## src/rtl/if_stage.sv

```systemverilog
// Instruction-fetch stage: PC register, instruction-memory address drive and IF/ID pipeline register.
// Optional IF_BOUND_CHECK_EN: stop fetching past MEM_DEPTH words until a branch brings the PC back in range.
module if_stage #(
    parameter logic [31:0] RESET_PC  = 32'h0000_0000,
    parameter int          MEM_DEPTH = 32,
    parameter logic [31:0] NOP_INSTR = 32'hE1A0_0000
) (
    input  logic        clk,
    input  logic        rst,
    input  logic        freeze,
    input  logic        branch_taken,
    input  logic [31:0] branch_addr,
    input  logic        flush,
    output logic [31:0] imem_addr,
    input  logic [31:0] imem_data,
    output logic [31:0] instr_out,
    output logic [31:0] pc_out,
    output logic        valid_out,
    output logic [15:0] fetch_count
);

    // Memory interface has no handshake: imem_data is valid for imem_addr in the same
    // cycle, and IF/ID loads every edge unless rst, flush or freeze says otherwise.

`ifdef IF_BOUND_CHECK_EN
    localparam bit BOUND_EN = 1'b1;
`else
    localparam bit BOUND_EN = 1'b0;
`endif
    localparam logic [31:0] PC_LIMIT = 32'(MEM_DEPTH * 4);

    logic [31:0] pc;
    logic [31:0] pc_plus4;
    logic        out_of_bound;
    logic        load_valid;

    assign pc_plus4  = pc + 32'd4;
    assign imem_addr = pc;

    // A pending branch overrides the bound check so the redirect can bring fetch back in range.
    assign out_of_bound = BOUND_EN && (pc >= PC_LIMIT) && !branch_taken;
    assign load_valid   = !flush && !freeze && !out_of_bound;

    always_ff @(posedge clk) begin
        if (rst) begin
            pc <= {RESET_PC[31:2], 2'b00};
        end else if (branch_taken) begin
            pc <= {branch_addr[31:2], 2'b00};
        end else if (freeze || out_of_bound) begin
            pc <= pc;
        end else begin
            pc <= pc_plus4;
        end
    end

    always_ff @(posedge clk) begin
        if (rst || flush) begin
            instr_out <= NOP_INSTR;
            pc_out    <= 32'd0;
            valid_out <= 1'b0;
        end else if (freeze) begin
            instr_out <= instr_out;
            pc_out    <= pc_out;
            valid_out <= valid_out;
        end else if (out_of_bound) begin
            instr_out <= NOP_INSTR;
            pc_out    <= pc_plus4;
            valid_out <= 1'b0;
        end else begin
            instr_out <= imem_data;
            pc_out    <= pc_plus4;
            valid_out <= 1'b1;
        end
    end

    always_ff @(posedge clk) begin
        if (rst) begin
            fetch_count <= 16'd0;
        end else if (load_valid && (fetch_count != 16'hFFFF)) begin
            fetch_count <= fetch_count + 16'd1;
        end
    end

endmodule

```

## config.mk

```make
export PLATFORM = sky130hd
export DESIGN_NAME = if_stage
export DESIGN_NICKNAME = d
export VERILOG_FILES = /design/src/rtl/if_stage.sv
export SDC_FILE = /design/constraint.sdc
export NUM_CORES = 1
export LEC_CHECK = 0
export ABC_AREA = 1
export CAP_MARGIN = 5
export CORE_UTILIZATION = 47
export CTS_BUF_LIST = sky130_fd_sc_hd__clkbuf_2
export CTS_CLUSTER_SIZE = 28
export DETAILED_ROUTE_END_ITERATION = 10
export PLACE_DENSITY = 0.82
export SKIP_CTS_REPAIR_TIMING = 1
export SYNTH_ARGS = -nofsm -noshare
export SYNTH_HDL_FRONTEND = slang
export SYNTH_SLANG_ARGS = --single-unit
export TNS_END_PERCENT = 50
```

## constraint.sdc

```tcl
create_clock -name clk -period 1.7 [get_ports clk]
set_input_delay 0.34 -clock clk [delete_from_list [all_inputs] [get_ports clk]]
set_output_delay 0.34 -clock clk [all_outputs]
set_load 0.1 [all_outputs]
```

; ---- After elaboration in Yosys (flattened, before gate mapping)
; Index checks and enable logic that the tools add are counted.
[totals]
regBits = 113
inputBits = 69
wordCells = 18
[op_classes]
reduce_logical = 6
muxes = 2
eq_ne = 2
add_sub_neg = 2
[op_table]
columns = op, count
row1 = 2-to-1 mux 32 bit, 2
row2 = "adder 32 x 3 -> 32 bit, second input constant", 1
row3 = "adder 16 x 1 -> 16 bit, second input constant", 1
row4 = "inequality test 16 bit, second input constant", 1
row5 = logical AND 1 bit, 2
row6 = zero test 1 bit, 2
row7 = "inequality test 2 x 1 -> 1 bit, second input constant", 1
row8 = OR reduction 2 bit, 1
row9 = logical OR 1 bit, 1

; ---- Depth between registers and ports, before layout
[depth]
depth_word = 3
depth_mapped = 12

; ---- Worst setup path after synthesis
; OpenSTA, ideal clock, no wires.
[synth_timing]
path_kind = register to register
start = register pc[3] (netlist: imem_addr[3])
end = register pc[24] (netlist: imem_addr[24])
period_less_slack_ns = 2.321
stages_incl_launch_ff = 9
path_buffers = 0
setup_time_ns = 0.132
required_time_ns = 1.568
slack_ns = -0.621
t_arrival_ns = 2.189
cell_sequence = dfxtp_1 > ha_1 > nand2_2 > nor2_4 > nand2_2 > nor2_4 > nand3_1 > nand4_1 > a21oi_1
[synth_between]
elab_chain_len = 3
[synth_rtl]
columns = item, line
row1 = start: declaration, 32  ; logic [31:0] pc;
row2 = start signal: assignment, 46  ; pc <= {RESET_PC[31:2], 2'b00};
row3 = start signal: assignment, 48  ; pc <= {branch_addr[31:2], 2'b00};
row4 = start signal: assignment, 50  ; pc <= pc;
row5 = adder 32 x 3 -> 32 bit, 37  ; assign pc_plus4 = pc + 32'd4;
row6 = 2-to-1 mux 32 bit, 49  ; end else if (freeze || out_of_bound) begin
row7 = 2-to-1 mux 32 bit, 47  ; end else if (branch_taken) begin
; No other way between the ends. The select of a mux whose other input is x is not followed.
; A chain may end at the register's enable or synchronous reset.

; ---- Worst setup path in the final report
[layout_timing]
start = register pc[30] (netlist: imem_addr[30])
end = output port imem_addr[30]
[layout_lines]
columns = item, line
row1 = end: declaration, 14  ; output logic [31:0] imem_addr,
; No word-level cell between the ends.

==> metrics.md <==
| Metric | Value |
|---|---|
| Outcome | `completed` |
| Clock Root Buffer | `clkbuf_2` |
| Clk pwr share | `0.218` |
| Largest net degree at the start of global routing | `39` |
| RSZ-0062 raised after global routing | `true` |
| Min cycle time layout | `1.68 ns` |
| CP max-delay cell | `dfxtp_1` |
| Reg area | `0.00229 mm²` |
| Synth top area share | `0.407` |
| CTS Buffer Depth | `2` |
| Area leader, netlist | `dfxtp_1` |
| Syn Area/Cell | `6.87 µm²` |
| R2R depth | `8` |
| Hold Crit Class | `in2reg` |
| Combinational fraction of design power | `0.291` |
| Cell Area, Synth | `around 0.0054 mm²` |
| P_sw | `2.15 mW` |
| CP Data Required Time | `between 1 and 1.5 ns` |
| Worst vdd ir | `about 0.00045 V` |
| R2r endpoint | `imem_addr[18]$_SDFFE_PP0P_` |
| Reg2Reg Setup Slack | `~0.090 ns` |
| Clock network latency to the later pin of the worst-skew pair | `0.63 ns` |
| Hold Vio Cnt, Final | `0` |
| Max-cap violations | `0` |
| Post-synthesis cell count | `a little under 800` |
| Initial antenna violation count | `0` |
| Gr usage total | `0.284` |
| Commonest non-fill, non-tap cell in the layout | `nand2_1` |
| WP depth | `1` |
| Synth Warn # | `0` |
| Die W | `roughly 110 µm` |
| Final Routed Wirelength | `16900 µm` |
| Vias in the first global route | `around 5500` |
| Final Net Count | `1040` |
| I/O pin total | `about 180` |
| CP Launch Type | `flop` |
| Fraction of layout cells with a size suffix above 1 | `0.259` |
| EDFF count, synth | `0` |
| Synth Register Bits | `roughly 110` |
| Reg power frac | `0.490` |
| Sequential-to-total area share from yosys stat | `0.407` |
| Critical path class | `reg2out` |
| Pint | `3.51 mW` |
| First-pass GRT wire length | `26200 µm` |
| Fillers | `between 600 and 700` |
| Highest Clock Rate | `roughly 600 MHz` |
| Post-DP HPWL | `12700 µm` |
| Grt total ovfl | `0` |
| Non-filler instance count after layout | `1114` |
| Most frequent cells in the layout | `233 x nand2_1, 111 x buf_12, 82 x a21oi_1` |
| Crit path from | `imem_addr[30]$_SDFFE_PP0P_` |
| Wire per inst | `15.1 µm` |
| Synth cell types | `42` |
| Reg2Reg Launch Point | `imem_addr[3]$_SDFFE_PP0P_` |
| Clock sink count | `109` |
| Die ar. | `about 0.012 mm²` |
| Design Area, Final | `0.00878 mm²` |
| Row count | `38` |
| CP max FO | `4` |
| H-Tree Depth | `3` |
| Multi-input logic area | `0.00274 mm²` |
| Vias | `5930` |
| Final worst setup slack | `around 0.024 ns` |
| DP Cell Count | `between 1000 and 1500` |
| Final worst path period share | `0.986` |
| Buffers on Ports | `175` |
| Layout area overhead | `64.0%` |
| Top post-synthesis cells by area | `dfxtp_1 41%, nand2_1 17%, a21oi_1 7.7%` |
| Final core utilization | `0.800` |
| Clk slew on worst S/H paths | `0.31 ns` |
| CTS tree | `done` |
| Dpl ws | `-0.103 ns` |
| Antenna Nets Post-Route | `0` |
| CP Capture Point | `imem_addr[30]` |
| Number of vias per cell | `5.32` |
| Top delay family on crit path | `flip-flops` |
| Core area | `0.0110 mm²` |
| CTS Buf Count | `9` |
| Crit. End Element | `primary output` |
| Drc violations | `0` |
| PD cells | `644 mW/mm²` |
| Critical Path Max Stage Delay | `about 0.52 ns` |
| Ys flop type | `dfxtp_1` |
| Starting Density | `0.488` |
| Endpoints failing setup | `0` |
| Worst EP arrival | `1.34 ns` |
| Pleak | `3.46 nW` |
| Placed Area | `0.00852 mm²` |
| Diode count | `0` |
| Die H | `109 µm` |
| Crit-path cells | `buf_12` |
| Routability cong. | `0.939` |
| Switch share | `0.380` |
| WP buf/inv | `1` |
| TritonRoute pass-1 iters | `8` |
| Asr flop ratio synth | `0` |
| Initial drt markers | `304` |
| Max Clock Skew | `0.0256 ns` |
| Slew Viols, Final | `0` |
[registers in the layout, indices dropped and copies added (netlist names)]
name         flops
valid_out        1
imem_addr       30
pc_out          30
instr_out       32
fetch_count     16
[stage by stage]
stage | setup TNS, ns | power (mW) | hold WS (ns)
after floorplan | -0.0515 | 3.75 | 0.453
after global placement | -0.0606 | 4.41 | 0.489
after detailed placement | -0.531 | 4.43 | 0.494
after CTS | -0.0758 | 5.65 | 0.116
after global routing | -0.135 | 5.86 | 0.154
final | 0 | 5.66 | 0.172
[power by group through the flow]
stage	sequential (mW)	clock [mW]	combinational (mW)
final	2.77	1.24	1.65
after global routing	2.79	1.35	1.72
after CTS	2.78	1.26	1.61
after detailed placement	2.82	0	1.61
after global placement	2.82	0	1.59
after floorplan	3.38	0	0.368
[routing by layer]
| metal | GRT usage | vias up | part of all wire |
|---|---|---|---|
| met3 | 0.0580 | 46 | 0.076 |
| met4 | 0.120 | 0 | 0.041 |
| met2 | 0.498 | 257 | 0.50 |
| li1 | - | 2882 | - |
| met1 | 0.335 | 2745 | 0.39 |
| met5 | 0 | - | 0 |
[worst min path at each step]
stage | start | end | slack [ns] | cells past startpoint
CTS | freeze | fetch_count[12]$_SDFFE_PP0P_ | 0.12 | 6
floorplan | imem_data[21] | instr_out[21]$_SDFFE_PP1N_ | 0.45 | 2
global route | freeze | pc_out[4]$_SDFFE_PP0N_ | 0.15 | 4
global placement | instr_out[3]$_SDFFE_PP0N_ | instr_out[3]$_SDFFE_PP0N_ | 0.49 | 2
detailed placement | fetch_count[13]$_SDFFE_PP0P_ | fetch_count[13]$_SDFFE_PP0P_ | 0.49 | 2
finish | freeze | pc_out[5]$_SDFFE_PP0N_ | 0.17 | 4
[cell usage after synthesis, drive strengths merged, types with 4 or more instances]
| cell type | number |
|---|---|
| nor3 | 8 |
| nand3 | 54 |
| a22o | 4 |
| o21ai | 31 |
| a31oi | 5 |
| dfxtp | 109 |
| inv | 71 |
| nand2 | 243 |
| nor2 | 85 |
| buf | 23 |
| clkbuf | 16 |
| a21oi | 84 |
| nand4 | 19 |
| xor2 | 10 |
[cell families (layout without fill, tap and decap cells)]
| logic type | after synthesis | count (layout) | synth area share |
|---|---|---|---|
| AO/OA/AOI/OAI | 129 | 129 | 0.128 |
| XOR/XNOR | 12 | 12 | 0.0238 |
| adder cells (fa/ha/maj) | 2 | 2 | 0.00467 |
| buffers and inverters | 112 | 303 | 0.0897 |
| flip-flops | 109 | 109 | 0.407 |
| other | 1 | 4 | 0.000700 |
| AND/OR/NAND/NOR | 415 | 415 | 0.346 |
[area by class of cell]
type,count,area share
well taps,140,0.0199
inverters,72,0.0308
multi-input cells,562,0.312
flip-flops and latches,109,0.261
clock inverters,7,0.00855
repair buffers,215,0.363
clock buffers,9,0.00513
[worst reg2reg max path, delay by kind of cell, from the launching register on]
family	cells	cell delay, ns
AOI/OAI and AO/OA	1	0.11
xor gates and xnor gates	1	0.20
adders and majority gates	1	0.18
DFF	1	0.43
and+or+nand+nor	5	0.67
(Power assumes the default switching activity.)
